### config.mk
export PLATFORM = sky130hd
export DESIGN_NAME = shift_reg_delay_monitor_flat
export DESIGN_NICKNAME = d
export VERILOG_FILES = /design/src/rtl/shift_reg_delay_monitor_if.sv /design/src/rtl/shift_reg_delay_monitor.sv /design/src/flat_wrapper.sv
export SDC_FILE = /design/constraint.sdc
export NUM_CORES = 1
export LEC_CHECK = 0
export BUFFER_PORTS_ARGS = -buffer_cell sky130_fd_sc_hd__buf_2
export CAP_MARGIN = 20
export CORE_ASPECT_RATIO = 1.4
export CORE_MARGIN = 1.5
export CORE_UTILIZATION = 50
export DETAILED_ROUTE_END_ITERATION = 12
export HOLD_SLACK_MARGIN = 0.05
export PLACE_DENSITY = 0.83
export SETUP_SLACK_MARGIN = 0.3
export SLEW_MARGIN = 5
export SYNTH_ARGS = -nofsm -noshare
export SYNTH_HDL_FRONTEND = slang
export SYNTH_SLANG_ARGS = --single-unit
### constraint.sdc
create_clock -name Clock -period 6.45 [get_ports Clock]
set_input_delay 1.935 -clock Clock [delete_from_list [all_inputs] [get_ports Clock]]
set_output_delay 1.935 -clock Clock [all_outputs]
set_load 0.005 [all_outputs]
### src/rtl/shift_reg_delay_monitor_if.sv
// Bundle of the observed delay-line streams and the monitor's result signals.
// master: the environment driving Din/Dout/start/exp_delay and reading results.
// slave : the monitor itself.
//   Din, Dout   - data entering / leaving the observed delay line
//   start       - one-cycle measurement request
//   exp_delay   - expected delay, compared at done
//   busy, done, timeout, delay_meas, delay_ok, locked, err_cnt - monitor results
interface shift_reg_delay_monitor_if #(
    parameter int unsigned DSIZE     = 8,
    parameter int unsigned MAX_DELAY = 16,
    parameter int unsigned CW        = $clog2(MAX_DELAY + 1)
);
    logic [DSIZE-1:0] Din;
    logic [DSIZE-1:0] Dout;
    logic             start;
    logic [CW-1:0]    exp_delay;
    logic             busy;
    logic             done;
    logic             timeout;
    logic [CW-1:0]    delay_meas;
    logic             delay_ok;
    logic             locked;
    logic [15:0]      err_cnt;

    modport master (
        output Din, Dout, start, exp_delay,
        input  busy, done, timeout, delay_meas, delay_ok, locked, err_cnt
    );

    modport slave (
        input  Din, Dout, start, exp_delay,
        output busy, done, timeout, delay_meas, delay_ok, locked, err_cnt
    );
endinterface

### src/rtl/shift_reg_delay_monitor.sv
// Delay-line monitor: measures the Din->Dout latency of a delay line, checks it
// against exp_delay, then tracks Dout against an internal history of Din and
// counts mismatching cycles.
// Ports:
//   Clock - rising-edge clock
//   Reset - asynchronous, active-high reset
//   mon   - shift_reg_delay_monitor_if.slave (streams, start, results)
// Optional build macro DELAY_MON_STICKY_ERR_EN: the first mismatch in TRACK
// freezes the results in a HALT state until start or Reset.
module shift_reg_delay_monitor #(
    parameter int unsigned DSIZE     = 8,
    parameter int unsigned MAX_DELAY = 16,
    parameter int unsigned CW        = $clog2(MAX_DELAY + 1)
) (
    input  logic                     Clock,
    input  logic                     Reset,
    shift_reg_delay_monitor_if.slave mon
);

    localparam int unsigned HW = (MAX_DELAY > 1) ? $clog2(MAX_DELAY) : 1;

`ifdef DELAY_MON_STICKY_ERR_EN
    typedef enum logic [1:0] {S_IDLE, S_MEASURE, S_TRACK, S_HALT} state_t;
`else
    typedef enum logic [1:0] {S_IDLE, S_MEASURE, S_TRACK} state_t;
`endif

    state_t           state_q, state_d;
    logic [DSIZE-1:0] marker_q, marker_d;
    logic [CW-1:0]    cnt_q, cnt_d;
    logic             busy_q, busy_d;
    logic             done_q, done_d;
    logic             timeout_q, timeout_d;
    logic [CW-1:0]    delay_meas_q, delay_meas_d;
    logic             delay_ok_q, delay_ok_d;
    logic             locked_q, locked_d;
    logic [15:0]      err_cnt_q, err_cnt_d;
    logic [DSIZE-1:0] hist_q [MAX_DELAY];
    logic [HW-1:0]    tap_idx;

    // hist[i] holds Din from i+1 edges ago, so delay D lives at hist[D-1]
    assign tap_idx = HW'(delay_meas_q - CW'(1));

    // History of Din; runs in every state
    always_ff @(posedge Clock or posedge Reset) begin
        if (Reset) begin
            for (int i = 0; i < int'(MAX_DELAY); i++) hist_q[i] <= '0;
        end else begin
            hist_q[0] <= mon.Din;
            for (int i = 1; i < int'(MAX_DELAY); i++) hist_q[i] <= hist_q[i-1];
        end
    end

    // State and result registers
    always_ff @(posedge Clock or posedge Reset) begin
        if (Reset) begin
            state_q      <= S_IDLE;
            marker_q     <= '0;
            cnt_q        <= '0;
            busy_q       <= 1'b0;
            done_q       <= 1'b0;
            timeout_q    <= 1'b0;
            delay_meas_q <= '0;
            delay_ok_q   <= 1'b0;
            locked_q     <= 1'b0;
            err_cnt_q    <= '0;
        end else begin
            state_q      <= state_d;
            marker_q     <= marker_d;
            cnt_q        <= cnt_d;
            busy_q       <= busy_d;
            done_q       <= done_d;
            timeout_q    <= timeout_d;
            delay_meas_q <= delay_meas_d;
            delay_ok_q   <= delay_ok_d;
            locked_q     <= locked_d;
            err_cnt_q    <= err_cnt_d;
        end
    end

    // Next-state and result logic; start outside MEASURE has priority
    always_comb begin
        state_d      = state_q;
        marker_d     = marker_q;
        cnt_d        = cnt_q;
        done_d       = 1'b0;
        timeout_d    = timeout_q;
        delay_meas_d = delay_meas_q;
        delay_ok_d   = delay_ok_q;
        locked_d     = locked_q;
        err_cnt_d    = err_cnt_q;

        if (mon.start && (state_q != S_MEASURE)) begin
            marker_d  = mon.Din;
            cnt_d     = CW'(1);
            err_cnt_d = '0;
            locked_d  = 1'b0;
            timeout_d = 1'b0;
            state_d   = S_MEASURE;
        end else begin
            case (state_q)
                S_MEASURE: begin
                    if (mon.Dout == marker_q) begin
                        delay_meas_d = cnt_q;
                        delay_ok_d   = (cnt_q == mon.exp_delay);
                        done_d       = 1'b1;
                        state_d      = S_TRACK;
                    end else if (cnt_q == CW'(MAX_DELAY)) begin
                        timeout_d    = 1'b1;
                        delay_meas_d = '0;
                        delay_ok_d   = 1'b0;
                        done_d       = 1'b1;
                        state_d      = S_IDLE;
                    end else begin
                        cnt_d = cnt_q + CW'(1);
                    end
                end
                S_TRACK: begin
                    if (mon.Dout == hist_q[tap_idx]) begin
                        locked_d = 1'b1;
                    end else begin
                        locked_d = 1'b0;
                        if (err_cnt_q != 16'hFFFF) err_cnt_d = err_cnt_q + 16'd1;
`ifdef DELAY_MON_STICKY_ERR_EN
                        state_d = S_HALT;
`endif
                    end
                end
`ifdef DELAY_MON_STICKY_ERR_EN
                S_HALT: locked_d = 1'b0;
`endif
                default: ;
            endcase
        end

        busy_d = (state_d == S_MEASURE);
    end

    assign mon.busy       = busy_q;
    assign mon.done       = done_q;
    assign mon.timeout    = timeout_q;
    assign mon.delay_meas = delay_meas_q;
    assign mon.delay_ok   = delay_ok_q;
    assign mon.locked     = locked_q;
    assign mon.err_cnt    = err_cnt_q;

endmodule

### src/flat_wrapper.sv
// flat-port wrapper written by rule: the top's interface ports become plain ports
module shift_reg_delay_monitor_flat 
#(
    parameter int unsigned DSIZE     = 8,
    parameter int unsigned MAX_DELAY = 16,
    parameter int unsigned CW        = $clog2(MAX_DELAY + 1)
)
  (Clock, Reset, mon_Din, mon_Dout, mon_start, mon_exp_delay, mon_busy, mon_done, mon_timeout, mon_delay_meas, mon_delay_ok, mon_locked, mon_err_cnt);
  shift_reg_delay_monitor_if #(.DSIZE(DSIZE), .MAX_DELAY(MAX_DELAY), .CW(CW)) mon_i ();
  input  logic Clock;
  input  logic Reset;
  input wire logic [$bits(mon_i.Din)-1:0] mon_Din;
  input wire logic [$bits(mon_i.Dout)-1:0] mon_Dout;
  input wire logic [$bits(mon_i.start)-1:0] mon_start;
  input wire logic [$bits(mon_i.exp_delay)-1:0] mon_exp_delay;
  output wire logic [$bits(mon_i.busy)-1:0] mon_busy;
  output wire logic [$bits(mon_i.done)-1:0] mon_done;
  output wire logic [$bits(mon_i.timeout)-1:0] mon_timeout;
  output wire logic [$bits(mon_i.delay_meas)-1:0] mon_delay_meas;
  output wire logic [$bits(mon_i.delay_ok)-1:0] mon_delay_ok;
  output wire logic [$bits(mon_i.locked)-1:0] mon_locked;
  output wire logic [$bits(mon_i.err_cnt)-1:0] mon_err_cnt;
  assign mon_i.Din = mon_Din;
  assign mon_i.Dout = mon_Dout;
  assign mon_i.start = mon_start;
  assign mon_i.exp_delay = mon_exp_delay;
  assign mon_busy = mon_i.busy;
  assign mon_done = mon_i.done;
  assign mon_timeout = mon_i.timeout;
  assign mon_delay_meas = mon_i.delay_meas;
  assign mon_delay_ok = mon_i.delay_ok;
  assign mon_locked = mon_i.locked;
  assign mon_err_cnt = mon_i.err_cnt;
  shift_reg_delay_monitor #(.DSIZE(DSIZE), .MAX_DELAY(MAX_DELAY), .CW(CW)) u_core (.Clock(Clock), .Reset(Reset), .mon(mon_i));
endmodule
==> run_results.csv, run 1 <==
group,metric,value,unit
cts,insertion_delay,0.42,ns
cts,cts_sinks,169,
layout,layout-drive-gt1-share,0.2534,
synth,synth.top_cells.by_area,"dfrtp_1, mux4_2, mux2i_1",
timing,tns,0,ns
power,total_power,2.971,mW
worst_setup_path,startpoint_type,"flip-flop",
timing,hold_ws,0.3711,ns
synth,synth_largest_area_cell,"dfrtp_1",
timing,finalSetupViolCount,0,
detailed_routing,vias_per_cell,5.766,
layout,area_growth,13.69,%
global_route,grt_use_total,0.2007,
synth,yosysMostFrequentCell,"dfrtp_1",
worst_hold_path,hold_path.class,"reg2reg",
floorplanning,rows,49,
floorplanning,start_util,0.5111,
floorplanning,dieArea,13870,sq um
cts,htreeDepth,4,
global_route,grt_pass1_wl,21290,microns
timing,drv_slew,0,
timing,post-route-period-util,0.7519,
run,cap_violations,0,
global_route,grt_max_degree,170,
synth,synth_edf_count,0,
placement,place.gp.congestion,0.8018,
detailed_routing,drtIter0Drc,271,
synth,synth_cells,451,
timing,worstMarginPinSlew,0.9901,ns
detailed_routing,wl,12660,microns
synth,ys_types,50,
cts,numCtsBuffers,17,
timing,hold_viol_final,0,
cts,cts_root_buf,"clkbuf_16",
synth,syn-num-nets,479,
worst_setup_path,crit_required,6.73,ns
power,p_leak,3.367,nW
detailed_routing,drtPass1Iterations,5,
synth,netlist_top_cells_count,"dfrtp_1, nand2_1, mux4_2, mux2i_1, o21ai_0",
timing,slew_headroom,0.3399,
timing,grt_setup_unrepaired,"no",
cts,path_clk_slew,0.07,ns
worst_setup_path,path_max_fanout,33,
worst_setup_path,worstPathArrival,5.13,ns
cts,cts.repair.resized,0,
synth,synth_seq_cells,169,
synth,synthArstFlopShare,1.000,
detailed_routing,via_count,3863,
timing,fin_ws,1.600,ns
cts,cts_buffer_depth,2,
global_route,antenna_found_initial,0,
layout,multiInputGateArea,2173,sq um
synth,yosysWarnings,0,
floorplanning,io_pins,50,
layout,seq_area,4230,sq um
placement,hpwl,8167,microns
floorplanning,die_w,99.96,microns
power,cellPowerDensity,397.1,nW/um^2
layout,fillers,951,
layout,n_antenna_cell,0,
worst_setup_path,worstSetupPathType,"reg2reg",
placement,numPortBuffers,49,
floorplanning,die_h,138.7,microns
timing,max_freq,206.2,MHz
global_route,grt_pass1_vias,4167,
synth,synth-seq-area-share,0.6427,
detailed_routing,ant_nets,0,
power,ir_worst_vdd,0.2497,mV
cts,tritoncts,"yes",
timing,fin_skew,0.008944,ns
cts,holdBufCountCts,0,
detailed_routing,drc_errors,0,
detailed_routing,wire_per_inst,18.90,microns
cts,postCtsSetupRepairBufs,0,
timing,period_minus_slack,4.850,ns
run_status,status,"complete, no violations",
layout,final_cells,670,
synth,avgSynthCellArea,14.59,sq um
floorplanning,core_area,12870,sq um
global_route,grt_overflow,0,
placement,dp_worst_setup_slack,1.528,ns
worst_setup_path,end_kind,"flip-flop",
synth,synth_top_flop_cell,"dfrtp_1",
layout,final_nets,532,
synth,synth_top_area_share,0.6427,
placement,placed_cells,637,
synth,syn_area,6580,sq um
flip-flops by register name (all words and copies together) (netlist names):
register               count
u_core.mon.locked          1
u_core.cnt_q               5
u_core.marker_q            8
u_core.mon.timeout         1
u_core.mon.delay_ok        1
u_core.mon.err_cnt        16
u_core.mon.delay_meas      5
u_core.state_q             2
u_core.hist_q            128
u_core.mon.done            1
u_core.mon.busy            1
worst max-delay path, cell delays in order (launching register included):
cell	delay, ns
dfrtp_2	1.02
inv_1	0.28
ha_1	0.93
buf_4	0.40
mux2i_1	0.14
mux4_2	0.49
xnor2_1	0.14
o22ai_1	0.16
o221ai_1	0.17
nor3_2	0.15
buf_4	0.24
or2_1	0.46
o21ai_1	0.14
area by class of cell:
cell class              count  share of cell area
flip-flops and latches    169              0.5655
multi-input cells         251              0.2905
clock buffers              17             0.05687
repair buffers             54             0.03947
well taps                 153             0.02559
clock inverters            15             0.01606
inverters                  11            0.006021
per-stage QoR:
step                        util  instance area, sq um
after floorplan                -                  6584
after global placement    0.5381                  6928
after detailed placement  0.5381                  6928
after CTS                 0.5805                  7473
after global routing      0.5811                  7481
final                     0.5811                  7481
final timing paths:
kind	start	to	slack [ns]	cells after the start
hold / removal	u_core.hist_q[96]	u_core.hist_q[88]	0.37	0
setup / recovery	u_core.mon.delay_meas[0]	u_core.mon.err_cnt[2]	1.60	12
hold reg to reg	u_core.hist_q[96]	u_core.hist_q[88]	0.37	0
setup reg to reg	u_core.mon.delay_meas[0]	u_core.mon.err_cnt[2]	1.60	12
min in group asynchronous	Reset	u_core.marker_q[4]	1.73	3
max in group asynchronous	Reset	u_core.hist_q[30]	4.04	3
metal layers:
| layer | share of wire | up-vias | GRT usage |
|---|---|---|---|
| met2 | 0.52 | 97 | 0.3194 |
| met3 | 0.032 | 29 | 0.03931 |
| met4 | 0.029 | 0 | 0.09118 |
| met1 | 0.42 | 2007 | 0.2684 |
| li1 | - | 1730 | - |
| met5 | 0 | - | 0 |
power breakdown:
group	total [mW]	switching [mW]	internal, mW
Clock	0.931	0.431	0.500
Sequential	1.34	0.153	1.19
Combinational	0.700	0.360	0.341
Total	2.97	0.943	2.03
placed cells by master, fill, tap and decap left out, types with 2 or more instances in the layout:
cell,Yosys,final
a21o_1,2,2
mux2i_1,21,21
o21ai_0,21,21
buf_2,3,49
nand2_1,39,39
o21ai_1,7,7
clkinv_2,0,3
and3_1,7,7
a21boi_0,2,2
clkinvlp_4,0,3
nor3_1,2,2
clkinv_4,0,5
a31oi_1,5,5
xnor2_1,7,7
dfrtp_1,169,168
nand2b_1,6,6
xor2_1,18,18
a21oi_1,11,11
nand3_1,5,5
nor2_1,16,16
buf_4,1,4
clkbuf_16,0,17
a22o_1,3,3
o31ai_1,4,4
o31ai_2,5,5
and2_1,2,2
mux4_2,31,31
ha_1,4,4
nor4_1,2,2
nand4_1,9,9
inv_1,11,10
a211oi_1,2,2
or3_1,3,3
inv_6,0,4
cells by family (layout without fill, tap and decap cells):
kind of cell               count (synthesis)  count (layout)  share of synthesized area
muxes                                     53              53                     0.1398
DFF                                      169             169                     0.6427
adders and majority gates                  4               4                   0.007606
buffers and inverters                     31              97                    0.02700
AOI/OAI and AO/OA                         68              68                    0.07017
xor gates and xnor gates                  26              26                    0.03746
and+or+nand+nor                          100             100                    0.07530
No activity file was read; power rests on OpenSTA's default activity.
==> inputs of run 2 (changes only) <==
PLACE_DENSITY = 0.8   (was 0.83)
clock period = 4.6 ns   (was 6.45 ns; I/O delays follow)
==> run_results.csv, run 2 (synthesized netlist as in run 1, its figures left out) <==
group,metric,value,unit
run_status,status,"complete, no violations",
timing,post-route-period-util,0.8502,
run,cap_violations,0,
global_route,antenna_found_initial,1,
layout,area_growth,14.95,%
worst_setup_path,crit_top_cell,"buf_4",
global_route,grt_pass1_vias,4307,
timing,period_minus_slack,3.911,ns
timing,finalSetupViolCount,0,
power,p_int,2.997,mW
detailed_routing,wire_per_inst,19.75,microns
detailed_routing,drtPass1Iterations,5,
detailed_routing,vias_per_cell,5.776,
layout,largest_register_ffs,128,
floorplanning,io_pins,50,
power,p_leak,3.410,nW
worst_setup_path,crit_required,4.89,ns
layout,fin_util,0.5875,
timing,drv_slew,0,
layout,top_register,"u_core.hist_q",
timing,max_freq,255.7,MHz
floorplanning,core_area,12870,sq um
cts,cts.repair.resized,0,
detailed_routing,drc_errors,0,
detailed_routing,drtIter0Drc,327,
power,p_comb_frac,0.236,
worst_setup_path,worst-path-buf-inv,3,
layout,mostFrequentLayoutCells,"dfrtp_1, buf_2, nand2_1",
detailed_routing,via_count,3887,
cts,cts_root_buf,"clkbuf_16",
floorplanning,rows,49,
worst_setup_path,path_max_fanout,25,
cts,path_clk_slew,0.06,ns
power,ir_worst_vdd,0.3668,mV
power,pwr-share-seq,0.431,
floorplanning,start_util,0.5111,
timing,grt_setup_unrepaired,"no",
cts,holdBufCountCts,0,
worst_setup_path,r2r_slack,0.69,ns
timing,hold_viol_final,0,
global_route,grt_max_degree,133,
timing,fin_ws,0.6891,ns
cts,cts_buffer_depth,2,
layout,final_nets,535,
placement,placed_cell_area,6950,sq um
worst_setup_path,crit_path_end,"u_core.mon.err_cnt[2]",
worst_setup_path,worstPathArrival,4.20,ns
floorplanning,die_h,138.7,microns
timing,slew_headroom,0.5218,
global_route,grt_use_total,0.2107,
worst_setup_path,r2r_start,"u_core.mon.delay_meas[1]",
timing,worstMarginPinSlew,0.7173,ns
placement,dp_worst_setup_slack,0.7729,ns
worst_setup_path,reg2reg_to,"u_core.mon.err_cnt[2]",
worst_setup_path,path_depth,12,
timing,fin_skew,0.01277,ns
timing,tns,0,ns
power,total_power,4.311,mW
floorplanning,dieArea,13870,sq um
worst_hold_path,hold_path.class,"reg2reg",
worst_setup_path,max_stage_delay,0.53,ns
placement,place.gp.congestion,0.8293,
placement,numPortBuffers,49,
placement,hpwl,8608,microns
layout,layout-drive-gt1-share,0.2563,
cts,insertion_delay,0.43,ns
global_route,grt_overflow,0,
power,clockPowerShare,0.333,
layout,fin_area,7564,sq um
layout,fillers,949,
worst_setup_path,cp_top_family,"simple AND/OR/NAND/NOR gates",
cts,htreeDepth,4,
power,cellPowerDensity,569.9,nW/um^2
worst_setup_path,end_kind,"flip-flop",
worst_setup_path,startpoint,"u_core.mon.delay_meas[1]",
worst_setup_path,cp_slowest_cell,"ha_1",
cts,cts_sinks,169,
power,p_switching,1.314,mW
detailed_routing,ant_nets,0,
worst_setup_path,worstSetupPathType,"reg2reg",
detailed_routing,wl,13290,microns
layout,layout_commonest_cell,"dfrtp_1",
floorplanning,die_w,99.96,microns
cts,tritoncts,"yes",
power,sw_frac_of_total,0.3048,
cts,numCtsBuffers,17,
global_route,grt_pass1_wl,22290,microns
worst_setup_path,worst_r2r_path_depth,12,
cts,postCtsSetupRepairBufs,0,
worst_setup_path,startpoint_type,"flip-flop",
worst_setup_path,crit_chain,"inv_1 -> ha_1 -> buf_4 -> mux4_2 -> a21boi_0 -> or3_1 -> a211oi_1 -> o221ai_1 -> nor3_2 -> buf_4 -> or2_1 -> o21ai_1",
## run 2: changes by cell type in the layout (fill, tap and decap cells not counted)
cell        change
clkinvlp_4      -1
clkbuf_4        +1
bufinv_16       +2
buf_4           +2
clkinv_2        -2
clkinv_4        -2
diode_2         +1
inv_6           -1
clkbuf_8        +3
## run 2: final cells by class
type	count	area [sq um]	area share
Sequential cell	169	4230	0.5593
Inverter	11	45.04	0.005955
Multi-Input combinational cell	251	2173	0.2873
Clock inverter	11	136.4	0.01803
Clock buffer	20	466.7	0.06170
Timing Repair Buffer	57	317.8	0.04202
Tap cell	153	191.4	0.02531
Antenna cell	1	2.502	0.0003309
## run 2: metal layers
| layer | vias up | routed length (microns) | track usage |
|---|---|---|---|
| li1 | 1729 | - | - |
| met1 | 2033 | 5327 | 0.2692 |
| met2 | 106 | 7157 | 0.3376 |
| met3 | 19 | 486 | 0.05796 |
| met4 | 0 | 318 | 0.09340 |
| met5 | - | 0 | 0 |
## run 2: worst register-to-register path, cell delays in order, from the launching register on
cell,delay [ns]
dfrtp_1,0.39
inv_1,0.07
ha_1,0.53
buf_4,0.44
mux4_2,0.36
a21boi_0,0.17
or3_1,0.37
a211oi_1,0.28
o221ai_1,0.17
nor3_2,0.13
buf_4,0.23
or2_1,0.48
o21ai_1,0.15
## run 2: power groups by stage
stage,combinational [mW],sequential [mW],clock [mW]
finish,1.02,1.86,1.44
global route,1.12,1.88,1.52
floorplan,0.798,1.82,0
global placement,0.966,1.86,0
CTS,1.03,1.85,1.45
detailed placement,1.01,1.88,0
## run 2: worst min path at each step
stage	start	endpoint	slack (ns)	cells after the start
after global placement	u_core.hist_q[28]	u_core.hist_q[20]	0.35	0
after floorplan	u_core.hist_q[112]	u_core.hist_q[104]	0.35	0
after CTS	u_core.hist_q[100]	u_core.hist_q[92]	0.37	0
after global routing	u_core.hist_q[114]	u_core.hist_q[106]	0.38	0
final	u_core.hist_q[46]	u_core.hist_q[38]	0.36	0
after detailed placement	u_core.hist_q[50]	u_core.hist_q[42]	0.35	0
## run 2: through the flow
step	cells	hold slack [ns]
5_1_grt	673	0.3791
6_report	673	0.3627
4_1_cts	671	0.3746
3_5_place_dp	640	0.3544
2_1_floorplan	451	0.3488
3_3_place_gp	640	0.3520
==> inputs of run 3 (changes only) <==
--- a/config.mk
+++ b/config.mk
@@ -9,3 +9,2 @@
 export CAP_MARGIN = 20
-export CORE_ASPECT_RATIO = 1.4
 export CORE_MARGIN = 1.5
@@ -14,3 +13,3 @@
 export HOLD_SLACK_MARGIN = 0.05
-export PLACE_DENSITY = 0.8
+export PLACE_DENSITY = 0.68
 export SETUP_SLACK_MARGIN = 0.3
==> constraint.sdc (replaced) <==
create_clock -name Clock -period 4.6 [get_ports Clock]
set_input_delay 0 -clock Clock [delete_from_list [all_inputs] [get_ports Clock]]
set_output_delay 0 -clock Clock [all_outputs]
set_load 0.005 [all_outputs]
==> run_results.csv, run 3 (synthesized netlist as in run 1, its figures left out) <==
group,metric,value,unit
run_status,status,"complete, no violations",
run,cap_violations,0,
detailed_routing,via_count,3878,
layout,fin_area,7711,sq um
floorplanning,die_w,117.7,microns
placement,hpwl,8008,microns
global_route,top_usage_layer,"met2",
worst_setup_path,worst-path-buf-inv,3,
cts,postCtsSetupRepairBufs,0,
timing,fin_skew,0.01133,ns
layout,layout_commonest_cell,"dfrtp_1",
worst_setup_path,path_max_fanout,20,
cts,path_clk_slew,0.06,ns
placement,placed_cells,660,
timing,tns,0,ns
timing,hold_viol_final,0,
timing,grt_setup_unrepaired,"no",
timing,max_freq,268.7,MHz
timing,hold_ws,0.2381,ns
floorplanning,start_util,0.5172,
placement,placed_cell_area,6969,sq um
timing,finalSetupViolCount,0,
worst_setup_path,crit_top_cell,"buf_4",
global_route,antenna_found_initial,1,
floorplanning,core_area,12720,sq um
cts,insertion_delay,0.43,ns
worst_setup_path,end_kind,"flip-flop",
worst_setup_path,startpoint_type,"flip-flop",
timing,period_minus_slack,3.722,ns
global_route,grt_use_total,0.1933,
layout,seq_area,4230,sq um
layout,final_nets,548,
global_route,met1_usage,0.2689,
detailed_routing,vias_per_cell,5.493,
floorplanning,io_pins,50,
cts,cts_sinks,169,
floorplanning,rows,41,
layout,area_growth,17.19,%
global_route,met2_usage,0.2891,
worst_setup_path,cp_slowest_cell,"mux4_2",
floorplanning,die_h,117.7,microns
global_route,grt_pass1_wl,20630,microns
worst_hold_path,hold_path.class,"in2reg",
detailed_routing,drc_errors,0,
cts,numCtsBuffers,17,
cts,cts_root_buf,"clkbuf_16",
timing,slew_headroom,0.4410,
global_route,grt_overflow,0,
layout,top_register,"u_core.hist_q",
cts,htreeDepth,4,
detailed_routing,drtIter0Drc,272,
power,cellPowerDensity,559.5,nW/um^2
timing,worstMarginPinSlew,0.8386,ns
placement,place.gp.congestion,0.8181,
detailed_routing,wire_per_inst,17.44,microns
detailed_routing,ant_nets,0,
layout,fin_util,0.6061,
layout,multiInputGateArea,2173,sq um
worst_setup_path,worstPathArrival,4.00,ns
global_route,grt_pass1_vias,4073,
detailed_routing,wl,12310,microns
layout,fillers,1007,
layout,layout-drive-gt1-share,0.2439,
layout,largest_register_ffs,128,
cts,tritoncts,"yes",
worst_setup_path,crit_required,4.88,ns
worst_setup_path,worst_r2r_path_depth,12,
worst_setup_path,cp_top_family,"compound AO/OA/AOI/OAI gates",
power,p_leak,3.471,nW
global_route,grt_max_degree,70,
layout,final_cells,706,
timing,drv_slew,0,
timing,post-route-period-util,0.8091,
detailed_routing,drtPass1Iterations,4,
worst_setup_path,max_stage_delay,0.56,ns
worst_setup_path,crit_chain,"inv_1 -> ha_1 -> xor2_4 -> buf_4 -> mux4_2 -> a221o_1 -> o22ai_1 -> o221ai_1 -> nor3_2 -> buf_4 -> or2_1 -> o21ai_1",
worst_setup_path,path_depth,12,
worst_hold_path,holdPathStages,2,
cts,holdBufCountCts,13,
layout,mostFrequentLayoutCells,"dfrtp_1, buf_2, nand2_1",
floorplanning,dieArea,13860,sq um
placement,numPortBuffers,49,
worst_setup_path,worstSetupPathType,"reg2reg",
cts,cts_buffer_depth,2,
cts,cts.repair.resized,0,
global_route,use_met3,0.05426,
power,ir_worst_vdd,0.2995,mV
## run 3: changes by cell type in the layout (fill, tap and decap cells not counted), sizes merged
cell,delta
dlygate4sd3,+13
clkbuf,+4
inv,-4
buf,+1
bufinv,+1
clkinvlp,-1
## run 3: final cells by class
| type | instances | area share |
|---|---|---|
| Clock inverter | 7 | 0.01477 |
| Timing Repair Buffer | 70 | 0.05647 |
| Tap cell | 172 | 0.02791 |
| Clock buffer | 25 | 0.06425 |
| Multi-Input combinational cell | 251 | 0.2818 |
| Sequential cell | 169 | 0.5486 |
| Antenna cell | 1 | 0.0003245 |
| Inverter | 11 | 0.005841 |
## run 3: per-stage QoR
| stage | worst slack (ns) | power (mW) |
|---|---|---|
| 4_1_cts | 0.8502 | 4.362 |
| 6_report | 0.8779 | 4.314 |
| 5_1_grt | 0.6001 | 4.539 |
| 3_3_place_gp | 0.9999 | 2.842 |
| 2_1_floorplan | 1.198 | 2.616 |
| 3_5_place_dp | 0.8794 | 2.877 |
## run 3: per-layer routing
metal	share of wire	vias to the layer above
met5	0	-
met4	0.025	0
met3	0.034	28
met2	0.47	82
met1	0.47	2015
li1	-	1753
## run 3: final timing paths
path	slack, ns	end	from
max	0.88	u_core.mon.err_cnt[2]	u_core.mon.delay_meas[0]
min	0.24	u_core.hist_q[125]	mon_Din[5]
max reg2reg	0.88	u_core.mon.err_cnt[2]	u_core.mon.delay_meas[0]
min reg2reg	0.36	u_core.hist_q[56]	u_core.hist_q[64]
max in group asynchronous	3.03	u_core.mon.delay_meas[0]	Reset
min in group asynchronous	0.25	u_core.hist_q[37]	Reset
## run 3: worst register-to-register path, cell delays in order, from the launching register on
cell and delay, ns:
dfrtp_2 0.40, inv_1 0.15, ha_1 0.32, xor2_4 0.19
buf_4 0.33, mux4_2 0.56, a221o_1 0.33, o22ai_1 0.11
o221ai_1 0.16, nor3_2 0.16, buf_4 0.25, or2_1 0.48
o21ai_1 0.15
## run 3: power breakdown
part | total (mW) | leakage (nW) | switching [mW] | internal [mW]
registers | 1.85 | 2.02 | 0.185 | 1.67
logic | 1.02 | 1.14 | 0.525 | 0.493
clock network | 1.44 | 0.301 | 0.535 | 0.910
total | 4.31 | 3.47 | 1.25 | 3.07
